[config.mk]
export PLATFORM = sky130hd
export DESIGN_NAME = fpu_arbiter_ctrl
export DESIGN_NICKNAME = d
export VERILOG_FILES = /design/src/rtl/fpu_arbiter_ctrl.sv
export SDC_FILE = /design/constraint.sdc
export NUM_CORES = 1
export LEC_CHECK = 0
export ABC_AREA = 1
export CORE_AREA = 2 2 118 120
export DETAILED_ROUTE_END_ITERATION = 12
export DIE_AREA = 0 0 120 122
export GPL_TIMING_DRIVEN = 0
export PLACE_DENSITY = 0.8
export SYNTH_ARGS = -nofsm -noshare
export SYNTH_HDL_FRONTEND = slang
export SYNTH_SLANG_ARGS = --single-unit
[constraint.sdc]
create_clock -name clk -period 3.3 [get_ports clk]
set_input_delay 0.66 -clock clk [delete_from_list [all_inputs] [get_ports clk]]
set_output_delay 0.66 -clock clk [all_outputs]
set_load 0.02 [all_outputs]
[src/rtl/fpu_arbiter_ctrl.sv]
// Two-requester round-robin sequencer in front of a single-issue FPU.
// Holds operands stable for a per-op settling window, then returns the result to the winner.
module fpu_arbiter_ctrl #(
   parameter int unsigned LAT_ADD = 1,
   parameter int unsigned LAT_SUB = 1,
   parameter int unsigned LAT_MUL = 2,
   parameter int unsigned LAT_DIV = 4
) (
   input  logic        clk,
   input  logic        rst_n,
   input  logic        req0_valid,
   output logic        req0_ready,
   input  logic [31:0] req0_a,
   input  logic [31:0] req0_b,
   input  logic [1:0]  req0_op,
   input  logic        req1_valid,
   output logic        req1_ready,
   input  logic [31:0] req1_a,
   input  logic [31:0] req1_b,
   input  logic [1:0]  req1_op,
   output logic        rsp0_valid,
   input  logic        rsp0_ready,
   output logic [31:0] rsp0_result,
   output logic        rsp1_valid,
   input  logic        rsp1_ready,
   output logic [31:0] rsp1_result,
   output logic [31:0] fpu_a,
   output logic [31:0] fpu_b,
   output logic [1:0]  fpu_op,
   input  logic [31:0] fpu_result,
   output logic        busy
);

   typedef enum logic [1:0] {IDLE = 2'd0, EXEC = 2'd1, RESP = 2'd2} state_t;

   state_t      state, state_nxt;
   logic        grant, owner, last_grant;
   logic        accept, rsp_fire;
   logic [3:0]  cnt;
   logic [31:0] res_q;
   logic [1:0]  op_sel;

   function automatic logic [3:0] lat_m1(input logic [1:0] op);
      case (op)
         2'b00:   lat_m1 = 4'(LAT_ADD - 1);
         2'b01:   lat_m1 = 4'(LAT_SUB - 1);
         2'b10:   lat_m1 = 4'(LAT_MUL - 1);
         default: lat_m1 = 4'(LAT_DIV - 1);
      endcase
   endfunction

   // On contention the port that did not win last time goes first.
   always_comb begin
      grant = 1'b0;
      if (req0_valid && req1_valid) grant = ~last_grant;
      else if (req1_valid)          grant = 1'b1;
   end

   assign accept   = (state == IDLE) && (req0_valid || req1_valid);
   assign rsp_fire = (state == RESP) && (owner ? rsp1_ready : rsp0_ready);
   assign op_sel   = grant ? req1_op : req0_op;

   always_ff @(posedge clk or negedge rst_n) begin
      if (!rst_n) state <= IDLE;
      else        state <= state_nxt;
   end

   always_comb begin
      state_nxt = state;
      case (state)
         IDLE:    if (accept) state_nxt = EXEC;
         EXEC:    if (cnt == 4'd0) state_nxt = RESP;
         RESP:    if (rsp_fire) state_nxt = IDLE;
         default: state_nxt = IDLE;
      endcase
   end

   always_comb begin
      req0_ready  = (state == IDLE) && req0_valid && !grant;
      req1_ready  = (state == IDLE) && req1_valid && grant;
      rsp0_valid  = (state == RESP) && !owner;
      rsp1_valid  = (state == RESP) && owner;
      rsp0_result = rsp0_valid ? res_q : 32'd0;
      rsp1_result = rsp1_valid ? res_q : 32'd0;
      busy        = (state != IDLE);
   end

   // fpu_result is only trusted on the last EXEC cycle, when cnt has reached zero.
   always_ff @(posedge clk or negedge rst_n) begin
      if (!rst_n) begin
         fpu_a      <= 32'd0;
         fpu_b      <= 32'd0;
         fpu_op     <= 2'd0;
         res_q      <= 32'd0;
         cnt        <= 4'd0;
         owner      <= 1'b0;
         last_grant <= 1'b1;
      end else if (accept) begin
         fpu_a      <= grant ? req1_a : req0_a;
         fpu_b      <= grant ? req1_b : req0_b;
         fpu_op     <= op_sel;
         owner      <= grant;
         last_grant <= grant;
         cnt        <= lat_m1(op_sel);
      end else if (state == EXEC) begin
         if (cnt != 4'd0) cnt   <= cnt - 4'd1;
         else             res_q <= fpu_result;
      end
   end

endmodule

==> flow_metrics.py, run 1 <==
metrics = {
    "run_status": {
        "status": "completed",
    },
    "placement": {
        "io_buffers": 304,
        "dp_hpwl_mm": 13.7,
        "dp_cells": 1109,
        "gp_congestion": 0.893,
    },
    "synthesis": {
        "syn_nets": 796,
        "synth_edf_count": 0,
        "synth_flop_cell": "dfrtp_1",
        "synth.cell_area_sq_um": 4940,
        "synth_top_cell_area_share_pct": 53.2,
        "yosysMostFrequentCell": "nor2_1",
        "async_reset_ff_share_pct": 100,
        "synthTopCellsByArea": "dfrtp_1 (53%), o21ai_1 (13%), nor2_1 (13%)",
        "synth-compound-area-share_pct": 17.2,
        "syn_inst": 624,
        "seq_area_frac_synth_pct": 53.7,
        "ys_ff_latch": 106,
        "synthMuxAreaShare_pct": 0,
        "synth_commonest_cells": "nor2_1 (169), o21ai_1 (129), dfrtp_1 (105), nand2_1 (82), inv_1 (38)",
        "yosysTopAreaCell": "dfrtp_1",
        "synthXorXnorAreaFrac_pct": 0.177,
        "synth-simple-area-share_pct": 20.6,
        "synth.avg_cell_area_sq_um": 7.91,
        "synth_warnings": 0,
        "synth_top_family_by_area": "simple AND/OR/NAND/NOR gates",
        "yosys.cell_types.count": 25,
        "synth_adder_area_share_pct": 0.507,
    },
    "sta": {
        "setup_violations": 0,
        "rsz0062_at_grt": "no",
        "min_period_ns": 3.08,
        "max_freq_ghz": 0.324,
        "post-route-period-util_pct": 93.4,
        "slew_violations": 0,
        "hold_violations": 0,
        "relSlewSlack_pct": 43.3,
        "fin_setup_tns_ns": 0,
        "finalClockSkew_ns": 0.0105,
        "worst_slew_pin_slew_ns": 0.851,
    },
    "hold_path": {
        "min_path_type": "primary input to async pin",
    },
    "clocking": {
        "path_clk_slew_ns": 0.07,
        "cts_tree": "built",
        "htree_levels": 3,
        "cts_sinks": 106,
        "cts_setup_buffers": 0,
        "cts_buffers": 9,
        "hold_buffers": 0,
        "clock_path_buffers": 2,
        "ctsResizeCount": 1,
        "clkLatencyLatePin_ns": 0.34,
        "clock-root-buffer": "clkbuf_16",
    },
    "floorplan": {
        "die_h_um": 122,
        "core_region_area_sq_um": 13500,
        "die_w_um": 120,
        "dieArea_sq_um": 14600,
        "placementRows": 43,
        "io_pins": 305,
        "start_util_pct": 36.6,
    },
    "grt": {
        "grt_max_degree": 64,
        "grt_use_total_pct": 24.2,
        "grt_pass1_vias": 5311,
        "antenna_found_initial": 0,
        "grt_overflow": 0,
        "grt_pass1_wl_mm": 27.4,
    },
    "worst_setup_path": {
        "crit_start": "req0_valid",
        "end_kind": "output port",
        "worst-path-buf-inv": 3,
        "cp.required_ns": 2.64,
        "reg2reg_depth": 6,
        "cpMostUsedCell": "clkdlybuf4s50_1",
        "cp_slowest_stage_delay_ns": 0.66,
        "crit_family": "buffers and inverters",
        "r2r_start": "last_grant",
        "r2r_end": "fpu_a[20]",
        "crit_slowest_cell": "clkdlybuf4s50_1",
        "cp_max_fo": 10,
        "cp-start-kind": "primary input",
        "crit_arrival_ns": 2.42,
        "rrSetupSlack_ns": 1.73,
        "path_class": "primary input to output port",
        "cp_cell_sequence": "clkdlybuf4s50_1 -> nand2_1 -> nand2_2 -> buf_6 -> nor2_1 -> clkdlybuf4s50_1",
    },
    "layout": {
        "finish.net_count": 1112,
        "syn2layout_area_growth_pct": 73.0,
        "drive_above_1_share_pct": 6.56,
        "finish.utilization_pct": 63.3,
        "n_antenna_cell": 0,
        "fillers": 1176,
        "fin_cells": 1125,
        "regArea_sq_um": 2650,
        "multi_input_area_sq_um": 1900,
    },
    "pwr": {
        "pwr_density_cell_nw_per_um2": 827,
        "ir_drop_v": 0.000416,
        "p_leak_nw": 3.81,
    },
    "detailed_routing": {
        "viasPerCell": 4.78,
        "wl_per_cell_um": 15.6,
        "drt_pre_antenna_iters": 4,
        "routed_wl_mm": 17.6,
        "remaining_drc_errors": 0,
        "vias": 5380,
        "detail-route-antenna-nets": 0,
        "drt_iter0_markers": 259,
    },
    "job": {
        "maxCapViolCount": 0,
    },
}
[per-stage QoR]
step | area (sq um) | setup WS (ns) | hold slack, ns | total power [mW]
finish | 8540 | 0.216 | 0.399 | 7.06
global route | 8540 | 0.127 | 0.472 | 7.57
global placement | 8210 | -2.58 | 0.452 | 5.87
floorplan | 4940 | 1.05 | 0.364 | 4.23
CTS | 8540 | 0.211 | 0.442 | 7.13
detailed placement | 8230 | -0.00920 | 0.461 | 5.96
[report_power, final]
group	switching, mW	internal (mW)	total (mW)
sequential	0.309	1.95	2.26
clock	0.476	0.669	1.14
combinational	2.08	1.58	3.66
[per-layer routing]
metal / share of wire, % / up-vias / track usage [%]
li1: - / 2627 / -
met1: 39 / 2459 / 27.2
met2: 50 / 257 / 42.8
met3: 8.7 / 37 / 7.72
met4: 2.5 / 0 / 9.34
met5: 0 / - / 0
[worst max path at each step]
| stage | to | slack, ns | cells after the start |
|---|---|---|---|
| after floorplan | rsp0_result[10] | 1.05 | 4 |
| after global placement | res_q[15] | -2.58 | 1 |
| after detailed placement | req0_ready | -0.009 | 8 |
| after CTS | req1_ready | 0.21 | 6 |
| after global routing | req1_ready | 0.13 | 6 |
| final | req1_ready | 0.22 | 6 |
[layout by cell type (no fill, tap or decap), drive strengths merged, types with 2 or more instances in the layout]
| cell type | count |
|---|---|
| o21ai | 130 |
| clkbuf | 16 |
| nor2 | 171 |
| clkdlybuf4s50 | 302 |
| bufinv | 2 |
| a21oi | 34 |
| ha | 2 |
| buf | 38 |
| nand2 | 84 |
| dfrtp | 105 |
| inv | 43 |
| nor3 | 2 |
| nand3 | 6 |
[logic make-up (layout without fill, tap and decap cells)]
logic type	count (synthesis)	count (layout)
simple gates	264	264
buf+inv	83	404
xor+xnor	1	1
fa+ha+maj	2	2
compound gates	168	168
flops	106	106
[sequential cells by signal (all words and copies together), names as in the netlist]
name        flops
fpu_a          32
fpu_b          32
res_q          32
cnt             4
fpu_op          2
state           2
last_grant      1
owner           1
[layout make-up]
class / count / share of cell area [%]
Clock buffer: 12 / 2.77
Buffer: 40 / 2.59
Clock inverter: 4 / 0.893
Tap cell: 180 / 2.64
Timing Repair Buffer: 305 / 35.9
Multi-Input combinational cell: 435 / 22.3
Inverter: 43 / 1.89
Sequential cell: 106 / 31.1
No activity file was read; power rests on OpenSTA's default activity.
==> run 2, diff against run 1 <==
CORE_AREA = 2 2 119 121   (was 2 2 118 120)
CTS_CLUSTER_DIAMETER = 200   (was unset)
DIE_AREA = 0 0 121 123   (was 0 0 120 122)
PLACE_DENSITY = 0.79   (was 0.8)
clock period = 3.5 ns   (was 3.3 ns; I/O delays follow)
==> run 2 against run 1 <==
Against the previous run: cell area shrank 0.19%; clock skew shrank 0.0011 ns; non-clock buffer count is the same; core utilization shrank 0.62 points; power shrank 6.9%; clock power shrank 11%; sequential share of layout area grew 0.059 points; combinational power shrank 5.7%; final cell count is the same; register-to-register slack gained 0.17 ns; critical endpoint is now req0_ready; largest power group unchanged.
==> flow_metrics.py, run 2 (same netlist as run 1, synthesis figures left out) <==
metrics = {
    "grt": {
        "grt_overflow": 0,
        "grt_max_degree": 61,
        "grt_pass1_wl_mm": 26.9,
        "antenna_found_initial": 0,
        "grt_pass1_vias": 5151,
        "grt_use_total_pct": 23.5,
    },
    "sta": {
        "worst_slew_pin_slew_ns": 0.800,
        "relSlewSlack_pct": 46.6,
        "setup_violations": 0,
        "max_freq_ghz": 0.299,
        "whs_ns": 0.432,
        "slew_violations": 0,
        "finalClockSkew_ns": 0.00943,
        "min_period_ns": 3.34,
        "fin_setup_tns_ns": 0,
        "rsz0062_at_grt": "no",
        "post-route-period-util_pct": 95.4,
        "hold_violations": 0,
        "layout_setup_ws_ns": 0.161,
    },
    "placement": {
        "io_buffers": 304,
        "dpl_cell_area_sq_um": 8230,
        "gp_congestion": 0.832,
        "dp_hpwl_mm": 13.6,
        "dp_cells": 1109,
        "preCtsSetupSlack_ns": 0.115,
    },
    "pwr": {
        "switching_share_pct": 40.8,
        "pwr_density_cell_nw_per_um2": 772,
        "p_leak_nw": 3.80,
        "p_int_mw": 3.90,
        "ir_drop_v": 0.000414,
        "combPwrFrac_pct": 52.5,
        "switching_power_mw": 2.68,
        "clkPwrFrac_pct": 15.3,
        "seqPwrFrac_pct": 32.2,
    },
    "floorplan": {
        "start_util_pct": 36.3,
        "dieArea_sq_um": 14900,
        "die_h_um": 123,
        "core_region_area_sq_um": 13600,
        "die_w_um": 121,
        "io_pins": 305,
        "placementRows": 43,
    },
    "clocking": {
        "path_clk_slew_ns": 0.07,
        "cts_tree": "built",
        "hold_buffers": 0,
        "ctsResizeCount": 0,
        "clock_path_buffers": 2,
        "cts_sinks": 106,
        "htree_levels": 3,
        "cts_setup_buffers": 0,
        "clock-root-buffer": "clkbuf_16",
        "cts_buffers": 9,
        "clkLatencyLatePin_ns": 0.35,
    },
    "worst_setup_path": {
        "end_kind": "output port",
        "path_class": "primary input to output port",
        "cp-start-kind": "primary input",
        "cp.required_ns": 2.80,
        "cp_max_fo": 10,
        "crit_arrival_ns": 2.64,
    },
    "layout": {
        "drive_above_1_share_pct": 6.67,
        "final_cell_mix": "clkdlybuf4s50_1 (303), nor2_1 (169), o21ai_1 (129), dfrtp_1 (105), nand2_1 (82)",
        "syn2layout_area_growth_pct": 72.7,
        "n_antenna_cell": 0,
        "finish.net_count": 1112,
        "reg_top3": "fpu_a: 32 flops, fpu_b: 32 flops, res_q: 32 flops",
        "final_common_cell": "clkdlybuf4s50_1",
        "fin_area_sq_um": 8530,
        "fin_cells": 1125,
    },
    "detailed_routing": {
        "wl_met3_mm": 1.84,
        "routed_wl_mm": 17.5,
        "wl_met2_mm": 8.66,
        "wl_met1_mm": 6.52,
        "drt_pre_antenna_iters": 4,
        "remaining_drc_errors": 0,
        "vias": 5343,
        "viasPerCell": 4.75,
        "detail-route-antenna-nets": 0,
        "wl_per_cell_um": 15.5,
        "drt_iter0_markers": 259,
        "dr.max_layer_used": "met4",
    },
    "run_status": {
        "status": "completed",
    },
    "job": {
        "maxCapViolCount": 0,
    },
    "hold_path": {
        "min_path_type": "primary input to async pin",
    },
}
## run 2: worst paths after layout
kind,start,to,slack (ns),cells after the start
max,req0_valid,req0_ready,0.16,8
min,rst_n,fpu_a[28],0.43,1
max reg2reg,last_grant,fpu_b[23],1.90,6
min reg2reg,fpu_op[1],fpu_op[1],0.48,2
max in group asynchronous,rst_n,last_grant,2.31,2
min in group clk,fpu_op[1],fpu_op[1],0.48,2
## run 2: metrics by stage
stage / power (mW) / utilization (%)
2_1_floorplan: 3.98 / -
3_3_place_gp: 5.55 / 60.3
3_5_place_dp: 5.62 / 60.5
4_1_cts: 6.64 / 62.6
5_1_grt: 7.03 / 62.6
6_report: 6.58 / 62.6
## run 2: cell type report
| class | instances | area, sq um |
|---|---|---|
| plain buffers | 40 | 221 |
| clock buffers | 15 | 288 |
| clock inverters | 1 | 7.51 |
| fillers | 1190 | 5080 |
| inverters | 43 | 161 |
| multi-input cells | 435 | 1900 |
| flip-flops and latches | 106 | 2650 |
| well taps | 180 | 225 |
| repair buffers | 305 | 3070 |
## run 2: power groups by stage
stage | clock [mW] | sequential [mW] | combinational [mW]
finish | 1.01 | 2.12 | 3.45
global route | 1.07 | 2.18 | 3.78
CTS | 1.03 | 2.11 | 3.50
detailed placement | 0 | 2.13 | 3.48
global placement | 0 | 2.12 | 3.44
floorplan | 0 | 2.58 | 1.41
## run 2: per-layer routing
| metal | track usage, % | vias up |
|---|---|---|
| met5 | 0 | - |
| met4 | 8.79 | 0 |
| met3 | 8.99 | 28 |
| met2 | 40.7 | 227 |
| met1 | 26.3 | 2464 |
| li1 | - | 2624 |
## run 2: critical path, stage by stage
cell and delay [ns]:
clkdlybuf4s50_1 0.52, nand2_1 0.12, nand2_2 0.18, buf_6 0.17, buf_4 0.18, nand2_1 0.06, nor2_1 0.08, clkdlybuf4s50_1 0.62
